`config.mk`:
```
export PLATFORM = sky130hd
export DESIGN_NAME = note_hit_scorer
export DESIGN_NICKNAME = d
export VERILOG_FILES = /design/src/rtl/note_hit_scorer.sv
export SDC_FILE = /design/constraint.sdc
export NUM_CORES = 1
export LEC_CHECK = 0
export CAP_MARGIN = 30
export CORE_AREA = 2 2 59 61
export CTS_CLUSTER_SIZE = 12
export DETAILED_ROUTE_END_ITERATION = 6
export DIE_AREA = 0 0 61 63
export DONT_BUFFER_PORTS = 1
export PLACE_DENSITY = 0.71
export RECOVER_POWER = 50
export SLEW_MARGIN = 5
export SYNTH_ARGS = -nofsm -noshare
export SYNTH_HDL_FRONTEND = slang
export SYNTH_SLANG_ARGS = --single-unit
```
`constraint.sdc`:
```
create_clock -name clk -period 4.6 [get_ports clk]
set_clock_uncertainty 0.05 [all_clocks]
set_input_delay 0.92 -clock clk [delete_from_list [all_inputs] [get_ports clk]]
set_output_delay 0.92 -clock clk [all_outputs]
set_load 0.05 [all_outputs]
```
`src/rtl/note_hit_scorer.sv`:
```
// rtl/note_hit_scorer.sv - judges scheduled notes against detected pitch and emits score pulses
// Optional feature: define PERFECT_BONUS_EN for the perfect-hit bonus point.
module note_hit_scorer #(
  parameter int NOTE_W      = 5,
  parameter int HOLD_CYCLES = 4,
  parameter int COMBO_STEP  = 8,
  parameter int MAX_MULT    = 4
) (
  input  logic              clk,
  input  logic              reset_n,
  input  logic              note_start,
  input  logic              note_end,
  input  logic [NOTE_W-1:0] expected_note,
  input  logic              pitch_valid,
  input  logic [NOTE_W-1:0] pitch_note,
  output logic              score,
  output logic              hit,
  output logic              miss,
  output logic              perfect,
  output logic [7:0]        combo,
  output logic [2:0]        multiplier,
  output logic              busy
);

  localparam int RUN_W = $clog2(HOLD_CYCLES + 1);

  typedef enum logic [1:0] {IDLE, WINDOW, AWARD, LOCKED} state_e;

  state_e            state_q, state_d;
  logic [NOTE_W-1:0] exp_q, exp_d;
  logic [RUN_W-1:0]  run_q, run_d;
  logic [7:0]        combo_q, combo_d;
  logic [2:0]        mult_q, mult_d;
  logic [3:0]        points_q, points_d;
  logic              end_pend_q, end_pend_d;
  logic              score_q, score_d;
  logic              hit_q, hit_d;
  logic              miss_q, miss_d;
  logic              busy_q, busy_d;
`ifdef PERFECT_BONUS_EN
  logic              clean_q, clean_d;
  logic              perfect_q, perfect_d;
`endif

  logic [7:0] combo_inc;
  logic [7:0] combo_div;
  logic [2:0] mult_inc;
  logic       match;
  logic       thresh;

  always_comb begin
    combo_inc = (combo_q == 8'hFF) ? 8'hFF : combo_q + 8'd1;
    combo_div = combo_inc / 8'(COMBO_STEP);
    mult_inc  = (combo_div >= 8'(MAX_MULT - 1)) ? 3'(MAX_MULT) : 3'(combo_div + 8'd1);
    match     = (pitch_note == exp_q);
    thresh    = pitch_valid && match && (run_q == RUN_W'(HOLD_CYCLES - 1));
  end

  always_comb begin
    state_d    = state_q;
    exp_d      = exp_q;
    run_d      = run_q;
    combo_d    = combo_q;
    mult_d     = mult_q;
    points_d   = points_q;
    end_pend_d = end_pend_q;
    score_d    = 1'b0;
    hit_d      = 1'b0;
    miss_d     = 1'b0;
`ifdef PERFECT_BONUS_EN
    clean_d    = clean_q;
    perfect_d  = 1'b0;
`endif
    case (state_q)
      IDLE: begin
        if (note_start) begin
          state_d    = WINDOW;
          exp_d      = expected_note;
          run_d      = '0;
          end_pend_d = 1'b0;
`ifdef PERFECT_BONUS_EN
          clean_d    = 1'b1;
`endif
        end
      end
      WINDOW: begin
        // A threshold-reaching sample beats a simultaneous note_end; the end is remembered.
        if (thresh) begin
          state_d    = AWARD;
          hit_d      = 1'b1;
          combo_d    = combo_inc;
          mult_d     = mult_inc;
          points_d   = 4'(mult_inc);
          end_pend_d = note_end;
`ifdef PERFECT_BONUS_EN
          if (clean_q) begin
            points_d  = 4'(mult_inc) + 4'd1;
            perfect_d = 1'b1;
          end
`endif
        end else if (note_end) begin
          state_d = IDLE;
          miss_d  = 1'b1;
          combo_d = 8'd0;
          mult_d  = 3'd1;
          if (note_start) begin
            state_d    = WINDOW;
            exp_d      = expected_note;
            run_d      = '0;
            end_pend_d = 1'b0;
`ifdef PERFECT_BONUS_EN
            clean_d    = 1'b1;
`endif
          end
        end else if (pitch_valid) begin
          run_d = match ? run_q + RUN_W'(1) : '0;
`ifdef PERFECT_BONUS_EN
          clean_d = clean_q & match;
`endif
        end
      end
      AWARD: begin
        if (note_end) end_pend_d = 1'b1;
        if (points_q != 4'd0) begin
          score_d  = 1'b1;
          points_d = points_q - 4'd1;
        end else begin
          state_d = (end_pend_q || note_end) ? IDLE : LOCKED;
        end
      end
      LOCKED: begin
        if (note_end) begin
          state_d = IDLE;
          if (note_start) begin
            state_d    = WINDOW;
            exp_d      = expected_note;
            run_d      = '0;
            end_pend_d = 1'b0;
`ifdef PERFECT_BONUS_EN
            clean_d    = 1'b1;
`endif
          end
        end
      end
      default: state_d = IDLE;
    endcase
    busy_d = (state_d != IDLE);
  end

  always_ff @(posedge clk or negedge reset_n) begin
    if (!reset_n) begin
      state_q    <= IDLE;
      exp_q      <= '0;
      run_q      <= '0;
      combo_q    <= 8'd0;
      mult_q     <= 3'd1;
      points_q   <= 4'd0;
      end_pend_q <= 1'b0;
      score_q    <= 1'b0;
      hit_q      <= 1'b0;
      miss_q     <= 1'b0;
      busy_q     <= 1'b0;
`ifdef PERFECT_BONUS_EN
      clean_q    <= 1'b0;
      perfect_q  <= 1'b0;
`endif
    end else begin
      state_q    <= state_d;
      exp_q      <= exp_d;
      run_q      <= run_d;
      combo_q    <= combo_d;
      mult_q     <= mult_d;
      points_q   <= points_d;
      end_pend_q <= end_pend_d;
      score_q    <= score_d;
      hit_q      <= hit_d;
      miss_q     <= miss_d;
      busy_q     <= busy_d;
`ifdef PERFECT_BONUS_EN
      clean_q    <= clean_d;
      perfect_q  <= perfect_d;
`endif
    end
  end

  assign score      = score_q;
  assign hit        = hit_q;
  assign miss       = miss_q;
  assign combo      = combo_q;
  assign multiplier = mult_q;
  assign busy       = busy_q;
`ifdef PERFECT_BONUS_EN
  assign perfect    = perfect_q;
`else
  assign perfect    = 1'b0;
`endif

endmodule
```
==> results of run 1 <==
Yosys cell counts, types with 2 or more instances:
master     n  area (µm²)
dfrtp_1   29       725.7
nand2_1   15       56.30
a21oi_1   10       50.05
nand3_1   10       50.05
inv_1      9       33.78
o21ai_0    8       40.04
a31oi_1    6       37.54
ha_1       6       75.07
mux2_2     6       67.56
nor2_1     6       22.52
xor2_1     6       52.55
and3_1     4       25.02
nor2b_1    4       25.02
nor3b_1    4       30.03
clkbuf_1   3       11.26
nand2b_1   3       18.77
nor3_1     3       15.01
nor4_1     3       18.77
a221oi_1   2       17.52
a22o_1     2       17.52
a31o_2     2       17.52
and2_1     2       12.51
and4_1     2       17.52
buf_4      2       15.01
o32ai_1    2       17.52
xnor2_1    2       17.52
cells by family after synthesis:
logic type,count (synthesis),share of synthesized area
simple gates,65,0.2210
compound gates,40,0.1619
flops,30,0.4442
buf+inv,16,0.04508
xor+xnor,8,0.04139
fa+ha+maj,6,0.04434
mux,6,0.03991
other cells,1,0.002215
worst register-to-register path: stages (launching register included):
cell	delay (ns)
dfrtp_1	0.74
ha_1	0.38
and4_1	0.29
nand3_1	0.21
o21ai_0	0.22
ha_1	0.22
and4b_1	0.25
a31o_2	0.26
layout by cell type (no fill, tap or decap), types with 5 or more instances in the layout:
master	instances
a21oi_1	10
nand3_1	10
nor2_1	6
dfrtp_1	29
nand2_1	15
o21ai_0	8
clkbuf_4	5
mux2_2	6
xor2_1	6
ha_1	6
a31oi_1	6
inv_1	9
power groups by stage:
stage,Combinational [mW],Sequential (mW),Clock [mW]
after detailed placement,0.0391,0.296,0
after CTS,0.0391,0.291,0.171
after global routing,0.0421,0.292,0.183
after global placement,0.0375,0.295,0
after floorplan,0.0351,0.292,0
final,0.0387,0.290,0.163
layer usage:
layer  wire [µm]  vias up
met3         237        5
met4          48        0
met2        1822       45
li1            -      629
met5           0        -
met1        1514      652
registers in the layout (all words and copies together) (netlist names):
signal and count:
combo 8, exp_q 5, points_q 4, multiplier 3, run_q 3, state_q 2, busy 1, end_pend_q 1
hit 1, miss 1, score 1
how the worst min path moves through the flow:
stage,startpoint,end,cells after the start
after detailed placement,run_q[1],run_q[1],1
after global placement,run_q[2],run_q[2],1
after CTS,reset_n,combo[5],0
after global routing,reset_n,combo[5],0
after floorplan,run_q[2],run_q[2],1
final,reset_n,multiplier[1],0
metrics by stage:
step	power, mW	cells	hold slack (ns)
floorplan	0.3275	172	0.4229
global placement	0.3325	212	0.4428
detailed placement	0.3350	212	0.4507
CTS	0.5004	220	0.2051
global route	0.5174	220	0.1915
finish	0.4926	220	0.2210
cell type report:
class	instances	area (µm²)	area share
clock buffers	8	58.81	0.03324
well taps	46	57.56	0.03253
multi-input cells	126	859.6	0.4859
repair buffers	1	7.507	0.004243
inverters	9	33.78	0.01909
flip-flops and latches	30	752.0	0.4250
==> flow_metrics.py, run 1 <==
metrics = {
    "layout": {
        "utilization": 0.5474,
        "nets": 194,
        "fillCellCount": 309,
        "final_area_um2": 1769,
        "num_antenna_cells": 0,
        "drive_gt1_frac": 0.1207,
        "syn2layout_area_growth_pct": 4.509,
    },
    "routing": {
        "wl_per_cell_um": 16.47,
        "drc": 0,
        "routed_via_density": 6.050,
        "vias": 1331,
        "drtIter0Drc": 123,
        "drt_pass1_iterations": 5,
        "antenna_left": 0,
        "wl_um": 3623,
    },
    "sta": {
        "fin_tns_setup_ns": 0,
        "tightest_slew_ns": 0.7247,
        "maxSlewHeadroom": 0.5105,
        "timing.final.ws_setup_ns": 1.903,
        "max_freq_ghz": 0.3707,
        "finalSetupViolCount": 0,
        "finalCritPeriodShare": 0.5864,
        "rsz0062_at_grt": "false",
        "slew_viol_final": 0,
        "finalCriticalPeriod_ns": 2.697,
        "finalHoldViolCount": 0,
    },
    "logic_synthesis": {
        "synth-edff-count": 0,
        "async_flop_share": 1.000,
        "syn_area_per_cell_um2": 9.842,
        "synth-main-ff-cell": "dfrtp_1",
        "synthesis.area_um2": 1693,
        "synth_cell_type_count": 47,
        "synth-seq-cells": 30,
        "ys_warn_count": 0,
        "syn_inst": 172,
        "seq_area_frac_synth": 0.4442,
        "syn_nets": 193,
    },
    "floorplanning": {
        "die_h_um": 63,
        "core_area_um2": 3232,
        "dieArea_um2": 3843,
        "fp.dieW_um": 61,
        "rows": 21,
        "io_pins": 31,
        "start_util": 0.5238,
    },
    "run": {
        "max_cap_viol_count": 0,
    },
    "setup_path": {
        "critPathRequiredTime_ns": 4.78,
        "r2r_end": "multiplier[1]",
        "path_class": "flip-flop to flip-flop",
        "setup.worst_path.start": "combo[0]",
        "cp_max_fo": 7,
        "worst_path_most_repeated_cell": "ha_1",
        "path_cells": "ha_1 -> and4_1 -> nand3_1 -> o21ai_0 -> ha_1 -> and4b_1 -> a31o_2",
        "rr_worst_depth": 7,
        "cp_slowest_cell": "dfrtp_1",
        "cp-start-kind": "flip-flop",
        "arrival_ns": 2.88,
        "cp_top_family": "flip-flops",
        "r2r_start": "combo[0]",
        "crit_cells": 7,
        "slowest_delay_ns": 0.74,
        "endpoint": "multiplier[1]",
        "endpoint_kind": "flip-flop",
        "path_buf_inv": 0,
        "ff2ff_setup_slack_ns": 1.90,
    },
    "global_routing": {
        "use_met3": 0.07039,
        "grt_usage": 0.2070,
        "grtUsageMet2": 0.3454,
        "grt_pass1_vias": 1352,
        "grt_max_degree": 31,
        "antenna_found_initial": 0,
        "overflow": 0,
        "busiest_layer": "met2",
        "grt_pass1_wl_um": 5954,
        "use_met1": 0.2430,
    },
    "placed_design": {
        "io_buffers": 0,
        "dpl.hpwl_um": 2665,
        "dpl_cell_area_um2": 1715,
        "gp_congestion": 0.9035,
        "preCtsSetupSlack_ns": 1.839,
    },
    "cts": {
        "htreeDepth": 2,
        "clk_latency_ns": 0.33,
        "post_cts_resize_count": 0,
        "cts_root_buf": "clkbuf_4",
        "cts_num_sinks": 30,
        "cts_tree": "built",
        "post_cts_buffers": 0,
        "clock_path_buffers": 2,
        "cts.reportedPaths.clkPinSlew_ns": 0.10,
        "numCtsBuffers": 5,
        "ctsHoldBuffers": 0,
    },
    "worst_hold_path": {
        "hp-class": "input pin to asynchronous set/reset pin",
    },
    "outcome": {
        "status": "finished, final reports clean",
    },
    "pwr": {
        "internal_power_mw": 0.3679,
        "p_seq_frac": 0.590,
        "powerDensity_nw_per_um2": 278.4,
        "switching_share": 0.2533,
        "clkPwrFrac": 0.332,
        "p_sw_mw": 0.1248,
        "pwr-share-comb": 0.079,
        "power_leakage_nw": 0.7849,
        "peakVddDrop_v": 0.0002226,
    },
}
Power figures use the tool's default switching activity.
==> run 2: changes to the inputs <==
- PLACE_DENSITY: 0.71 -> 0.74
- clock period: 4.6 -> 2.2 ns (I/O delays scaled with it)
==> flow_metrics.py, run 2 (same netlist as run 1, synthesis figures left out) <==
metrics = {
    "setup_path": {
        "rr_worst_depth": 8,
        "cp-start-kind": "flip-flop",
        "cp_max_fo": 6,
        "path_class": "flip-flop to flip-flop",
        "endpoint_kind": "flip-flop",
        "critPathRequiredTime_ns": 2.38,
        "arrival_ns": 2.31,
    },
    "sta": {
        "fin_tns_setup_ns": 0,
        "finalCritPeriodShare": 0.9648,
        "finalCriticalPeriod_ns": 2.123,
        "finalSetupViolCount": 0,
        "maxSlewHeadroom": 0.1336,
        "finalHoldViolCount": 0,
        "slew_viol_final": 0,
        "max_freq_ghz": 0.4711,
        "timing.hold.ws_ns": 0.2108,
        "tightest_slew_ns": 1.297,
        "rsz0062_at_grt": "false",
    },
    "cts": {
        "numCtsBuffers": 5,
        "clk_latency_ns": 0.34,
        "cts_tree": "built",
        "cts_root_buf": "clkbuf_4",
        "htreeDepth": 2,
        "post_cts_buffers": 0,
        "clock_path_buffers": 2,
        "cts_num_sinks": 30,
        "cts.reportedPaths.clkPinSlew_ns": 0.10,
    },
    "pwr": {
        "powerDensity_nw_per_um2": 528.1,
        "power_leakage_nw": 0.8816,
        "peakVddDrop_v": 0.0003218,
    },
    "routing": {
        "drt_pass1_iterations": 4,
        "routed_via_density": 5.807,
        "wl_um": 3729,
        "antenna_left": 0,
        "vias": 1382,
        "wl_per_cell_um": 15.67,
        "drc": 0,
        "drtIter0Drc": 71,
    },
    "layout": {
        "nets": 212,
        "final_cell_mix": "dfrtp_1, nand2_1, buf_4",
        "drive_gt1_frac": 0.2240,
        "fillCellCount": 283,
        "final_common_cell": "dfrtp_1",
        "syn2layout_area_growth_pct": 14.93,
        "largest_reg_flops": 8,
        "num_antenna_cells": 0,
    },
    "floorplanning": {
        "fp.dieW_um": 61,
        "rows": 21,
        "io_pins": 31,
        "dieArea_um2": 3843,
        "core_area_um2": 3232,
        "start_util": 0.5238,
        "die_h_um": 63,
    },
    "placed_design": {
        "io_buffers": 0,
        "dpl.hpwl_um": 2723,
        "gp_congestion": 0.8145,
    },
    "global_routing": {
        "grt_pass1_wl_um": 6320,
        "antenna_found_initial": 0,
        "grt_pass1_vias": 1372,
        "grt_max_degree": 31,
        "overflow": 0,
        "grt_usage": 0.2191,
    },
    "run": {
        "max_cap_viol_count": 0,
    },
    "worst_hold_path": {
        "hp-class": "input pin to flip-flop",
        "holdPathStages": 1,
    },
    "outcome": {
        "status": "finished, final reports clean",
    },
}
## run 2: changes by cell type in the layout (fill, tap and decap cells not counted), moves of 2 or more
cell,before,now
nand3_1,10,8
dfrtp_1,29,26
clkbuf_1,2,5
nor3b_1,4,2
dfrtp_2,0,3
buf_4,1,14
nand3_2,0,2
nor3b_2,0,2
## run 2: routing by layer
layer	vias to the layer above	share of wire	track usage	wire length [µm]
met3	7	0.049	0.05797	183
met2	48	0.50	0.3360	1858
met5	-	0	0	0
met4	0	0.017	0.08152	64
met1	663	0.44	0.2932	1623
li1	664	-	-	-
## run 2: final cells by class
type,instances,area [µm²],area share
inverter,9,33.78,0.01736
timing repair buffer,19,146.4,0.07524
tap,46,57.56,0.02958
sequential,30,755.7,0.3884
clock buffer,8,48.80,0.02508
multi-input combinational,126,903.4,0.4643
## run 2: worst max-delay path, stage by stage, from the launching register on
cell and delay (ns):
dfrtp_2 0.44, ha_4 0.18, and4_1 0.24, nand3_2 0.14, o21ai_0 0.14, ha_1 0.32, nor3b_1 0.19, nand4_1 0.14
a21oi_1 0.19
## run 2: worst paths after layout
path / startpoint / end / slack (ns)
min in group asynchronous: reset_n / combo[2] / 0.87
worst min-delay path: expected_note[1] / exp_q[1] / 0.21
worst max register to register: combo[0] / points_q[1] / 0.08
max in group asynchronous: reset_n / combo[1] / 0.37
worst max-delay path: combo[0] / points_q[1] / 0.08
worst min register to register: run_q[2] / run_q[2] / 0.47
## run 2: repair_timing
item	in CTS	in global routing
setup endpoints to repair	0	13
gates resized for setup	0	6
hold buffers	2	0
hold endpoints to repair	30	0
## run 2: through the flow
stage / power (mW) / cells / setup slack [ns] / area [µm²] / utilization
final: 1.027 / 238 / 0.07737 / 1946 / 0.6020
after global routing: 1.070 / 238 / 0.007077 / 1946 / 0.6020
after detailed placement: 0.7116 / 228 / 0.03417 / 1852 / 0.5730
after floorplan: 0.6846 / 172 / 0.01043 / 1709 / -
after global placement: 0.7052 / 228 / 0.09989 / 1852 / 0.5730
after CTS: 1.036 / 238 / 0.004368 / 1931 / 0.5974
## run 2: power by group
part           internal (mW)  leakage (nW)  switching (mW)
logic                 0.0511         0.469          0.0606
clock network          0.127        0.0265           0.183
registers              0.573         0.386          0.0318
total                  0.752         0.882           0.276
==> run 3: changes to the inputs <==
- CORE_AREA: 2 2 59 61 -> 2 2 66 68
- DIE_AREA: 0 0 61 63 -> 0 0 68 70
- PLACE_DENSITY: 0.74 -> 0.62
==> flow_metrics.py, run 3 (same netlist as run 1, synthesis figures left out) <==
metrics = {
    "worst_hold_path": {
        "hold_start": "expected_note[4]",
        "hp-class": "input pin to flip-flop",
        "holdPathStages": 1,
        "hold_path_end": "exp_q[4]",
    },
    "pwr": {
        "pwr-share-comb": 0.091,
        "switching_share": 0.2496,
        "p_sw_mw": 0.2918,
        "p_total_mw": 1.169,
        "p_seq_frac": 0.520,
        "powerDensity_nw_per_um2": 586.7,
        "power_leakage_nw": 0.8910,
        "peakVddDrop_v": 0.0003287,
        "clkPwrFrac": 0.389,
        "internal_power_mw": 0.8775,
    },
    "floorplanning": {
        "io_pins": 31,
        "start_util": 0.4085,
        "fp.dieW_um": 68,
        "die_h_um": 70,
        "dieArea_um2": 4760,
        "rows": 24,
        "core_area_um2": 4144,
    },
    "placed_design": {
        "preCtsSetupSlack_ns": 0.06469,
        "io_buffers": 0,
        "dpl.hpwl_um": 2808,
        "dpl_cell_area_um2": 1852,
        "gp_congestion": 0.8656,
    },
    "cts": {
        "cts_root_buf": "clkbuf_8",
        "post_cts_buffers": 0,
        "cts.reportedPaths.clkPinSlew_ns": 0.07,
        "cts_num_sinks": 30,
        "clk_latency_ns": 0.28,
        "htreeDepth": 2,
        "numCtsBuffers": 5,
        "cts_tree": "built",
        "clock_path_buffers": 2,
    },
    "global_routing": {
        "antenna_found_initial": 0,
        "use_met3": 0.06924,
        "grt_pass1_vias": 1415,
        "grtUsageMet2": 0.2902,
        "overflow": 0,
        "use_met1": 0.2063,
        "grt_max_degree": 31,
        "busiest_layer": "met2",
        "grt_usage": 0.1784,
        "grt_pass1_wl_um": 6327,
    },
    "outcome": {
        "status": "finished, final reports clean",
    },
    "routing": {
        "wl_per_cell_um": 15.43,
        "wl_um": 3750,
        "vias": 1393,
        "antenna_left": 0,
        "drc": 0,
        "routed_via_density": 5.733,
        "drtIter0Drc": 105,
        "drt_pass1_iterations": 4,
    },
    "setup_path": {
        "r2r_end": "multiplier[1]",
        "endpoint_kind": "flip-flop",
        "critPathRequiredTime_ns": 2.32,
        "r2r_start": "combo[0]",
        "arrival_ns": 2.18,
        "rr_worst_depth": 7,
        "cp-start-kind": "flip-flop",
        "path_class": "flip-flop to flip-flop",
        "cp_max_fo": 6,
        "ff2ff_setup_slack_ns": 0.14,
    },
    "sta": {
        "slew_viol_final": 0,
        "finalSetupViolCount": 0,
        "fin_tns_setup_ns": 0,
        "finalCriticalPeriod_ns": 2.064,
        "max_freq_ghz": 0.4844,
        "finalCritPeriodShare": 0.9384,
        "finalHoldViolCount": 0,
        "rsz0062_at_grt": "false",
        "timing.final.ws_setup_ns": 0.1356,
    },
    "layout": {
        "syn2layout_area_growth_pct": 17.74,
        "regArea_um2": 755.7,
        "multi_input_area_um2": 893.4,
        "drive_gt1_frac": 0.2461,
        "final_cell_mix": "dfrtp_1, nand2_1, buf_4",
        "final_area_um2": 1993,
        "final_common_cell": "dfrtp_1",
        "fillCellCount": 407,
        "nets": 211,
        "largest_reg_flops": 8,
        "num_antenna_cells": 0,
    },
    "run": {
        "max_cap_viol_count": 0,
    },
}
[run 3: per-layer routing]
metal,vias up,wire (µm)
met3,9,237
met1,682,1522
met4,0,82
met5,-,0
li1,662,-
met2,40,1907
[run 3: timing repair]
item / CTS / global route
setup endpoints to repair: 0 / 12
endpoints found under the hold margin: 30 / 0
hold buffers: 2 / 0
resized for setup: 0 / 5
[run 3: cell type report]
class | instances | area share
Multi-Input combinational cell | 126 | 0.4482
Sequential cell | 30 | 0.3792
Timing Repair Buffer | 18 | 0.07721
Clock buffer | 7 | 0.04331
Tap cell | 52 | 0.03264
Inverter | 9 | 0.01695
Clock inverter | 1 | 0.002511
[run 3: worst max-delay path by stage]
stage / startpoint / to / slack [ns] / depth (start not counted)
after global routing: exp_q[0] / combo[5] / 0.02 / 6
after CTS: run_q[0] / exp_q[2] / 0.06 / 6
after floorplan: combo[2] / multiplier[1] / 0.01 / 6
final: combo[0] / multiplier[1] / 0.14 / 7
after global placement: combo[0] / points_q[1] / 0.09 / 8
after detailed placement: run_q[0] / exp_q[2] / 0.06 / 6
[run 3: worst max-delay path, stage by stage, from the launching register on]
cell and delay [ns]:
dfrtp_2 0.39, ha_4 0.17, and4_1 0.28, nand3_2 0.17, o21ai_0 0.15, ha_1 0.21, and4b_2 0.27, a31o_2 0.25
[run 3: per-stage QoR]
step / std cells / util / hold slack (ns)
floorplan: 172 / - / 0.09441
global placement: 233 / 0.4469 / 0.09513
detailed placement: 233 / 0.4469 / 0.09538
CTS: 243 / 0.4761 / 0.2489
global route: 243 / 0.4810 / 0.2398
finish: 243 / 0.4810 / 0.2578
[run 3: power by group through the flow]
stage,Combinational (mW),Clock [mW],Sequential (mW)
floorplan,0.0733,0,0.611
global placement,0.0876,0,0.617
detailed placement,0.0903,0,0.618
CTS,0.108,0.467,0.608
global route,0.119,0.502,0.611
finish,0.107,0.455,0.607
==> RTL change (config.mk and constraints of run 2) <==
Register the output `combo` once more, with the module's reset; this adds one clock of latency there. The other outputs are not delayed to match.
--- a/src/rtl/note_hit_scorer.sv
+++ b/src/rtl/note_hit_scorer.sv
@@ -188,3 +188,9 @@
   assign miss       = miss_q;
-  assign combo      = combo_q;
+  always_ff @(posedge clk or negedge reset_n) begin
+    if (!reset_n) begin
+      combo <= '0;
+    end else begin
+      combo <= combo_q;
+    end
+  end
   assign multiplier = mult_q;
Function: changed (Yosys sat finds a counterexample within 10 cycles, from zero or initial values and one cycle with reset_n low).
==> RTL change against run 2 <==
  * Utilization up 8.1 points
  * Sequential share of layout area up 4.3 points
  * Synthesized area increased by 11%
  * Cell area grew 13%
  * Synthesized cell count rose by 2.3%
  * Wire length increased by 8.2%
  * Sequential cell count rose by 8
  * Total power rose by 46%
  * Critical path depth increased by 3
  * Worst setup slack better by 0.012 ns
  * Clock power is 50% higher
  * Largest cell class is now registers
==> RTL change: results (changes against run 2) <==
STA
  • Max-slew headroom: 40.2% (+27 points)

Power
  • Sw Ratio: 26.9% (+0.030 points)
  • Part of the power in combinational logic: 13.8% (+2.9 points)
  • Leakage power: 0.990 nW (+12%)
  • Peak VDD IR: 0.000523 V (+63%)
  • Seq pwr share: 54.9% (-4.0 points)

Final layout
  • Final-layout clock buffer total: 5 (-3)
  • Non-CTS buffers: 24 (+5)
  • Layout cells sized above 1: 22.5% (+0.10 points)
  • Invs w/o clock: 13 (+4)
  • Fraction of area in multi-input gates: 39.5% (-6.9 points)
  • Multi-In Gates: 117 (-7.1%)
  • Clock buffers and inverters, area share: 3.51% (+1.0 points)
  • Core Util, Final: 68.3% (+8.1 points)
  • Buffering overhead: 8.79% (+1.3 points)
  • Filler Cell Count: 274 (-3.2%)
  • Seq/total area: 43.1% (+4.3 points)

Synth
  • Syn_nets: 197 (+2.1%)
  • Mux cell area share after synthesis: 5.05% (+1.1 points)
  • Xor-xnor portion of the synthesized cell area: 3.26% (-0.88 points)
  • Synth top area cells: dfrtp_1 49%, ha_1 4.0%, mux2_4 4.0%
  • Library cells used by synthesis: 47 (unchanged)
  • Post-synthesis instance total: 176 (+2.3%)
  • Most instantiated cells after synthesis: 37 x dfrtp_1, 13 x nand3_1, 12 x inv_1, 11 x nand2_1
  • FF+latch count, synth: 38 (+27%)
  • Syn avg cell area: 10.7 µm² (+8.6%)
  • Seq/Total Area, Yosys: 50.6% (+6.2 points)
  • Area share of fa/ha/maj cells after synthesis: 3.99% (-0.45 points)
  • Synth Area in Compound Gates: 14.1% (-2.1 points)

Clock tree
  • Root Driver: clkbuf_4
  • Post-cts resize count: 3 (+3)

Critical path
  • CP max stage cell: dfrtp_1
  • Reg2reg path depth: 11 (+3)
  • FF-to-FF Start: combo_q[1]
  • CP top delay family: simple AND/OR/NAND/NOR gates
  • Crit Path Max Fanout: 4 (-2)
  • Crit path from: combo_q[1]
  • R2r endpoint: multiplier[0]

GRT
  • First-pass GRT wire length: 6630 µm (+4.9%)
  • Initial antenna violation count: 0 (unchanged)
  • GR Util All Layers: 23.3% (+1.4 points)
  • Vias in the first global route: 1401 (+2.1%)
  • Largest net degree at the start of global routing: 39 (+26%)

Route
  • DR pass1 iterations: 6 (+2)
  • Via count: 1465 (+6.0%)
  • Post-Route WL: 4030 µm (+8.2%)
  • Drt wl/cell: 16.4 µm (+4.7%)
  • Starting DRT DRC Count: 106 (+49%)

Placed design
  • Post-placement cell area: 0.00199 mm² (+7.4%)
  • Post-DP HPWL: 2770 µm (+1.6%)

Status
  • Status: finished clean
-- RTL change: logic make-up (layout without fill, tap and decap cells) --
family | count (synthesis) | count (layout)
xor gates and xnor gates | 7 | 7
adders and majority gates | 6 | 6
DFF | 38 | 38
and+or+nand+nor | 59 | 59
other | 1 | 1
AOI/OAI and AO/OA | 37 | 37
muxes | 7 | 7
buffers and inverters | 21 | 45
-- RTL change: worst min-delay path by stage --
stage | to | cells after the start | startpoint | slack, ns
final | end_pend_q | 1 | note_end | 0.18
after global routing | end_pend_q | 1 | note_end | 0.16
after CTS | end_pend_q | 1 | note_end | 0.17
after detailed placement | combo[3] | 0 | reset_n | 0.1
after global placement | combo[4] | 0 | reset_n | 0.1
after floorplan | busy | 0 | reset_n | 0.09
-- RTL change: metal layers --
| layer | track usage, % | part of all wire (%) |
|---|---|---|
| met1 | 29.9 | 40 |
| met2 | 37.4 | 52 |
| met3 | 4.14 | 4.3 |
| met4 | 10.9 | 3.0 |
| met5 | 0 | 0 |
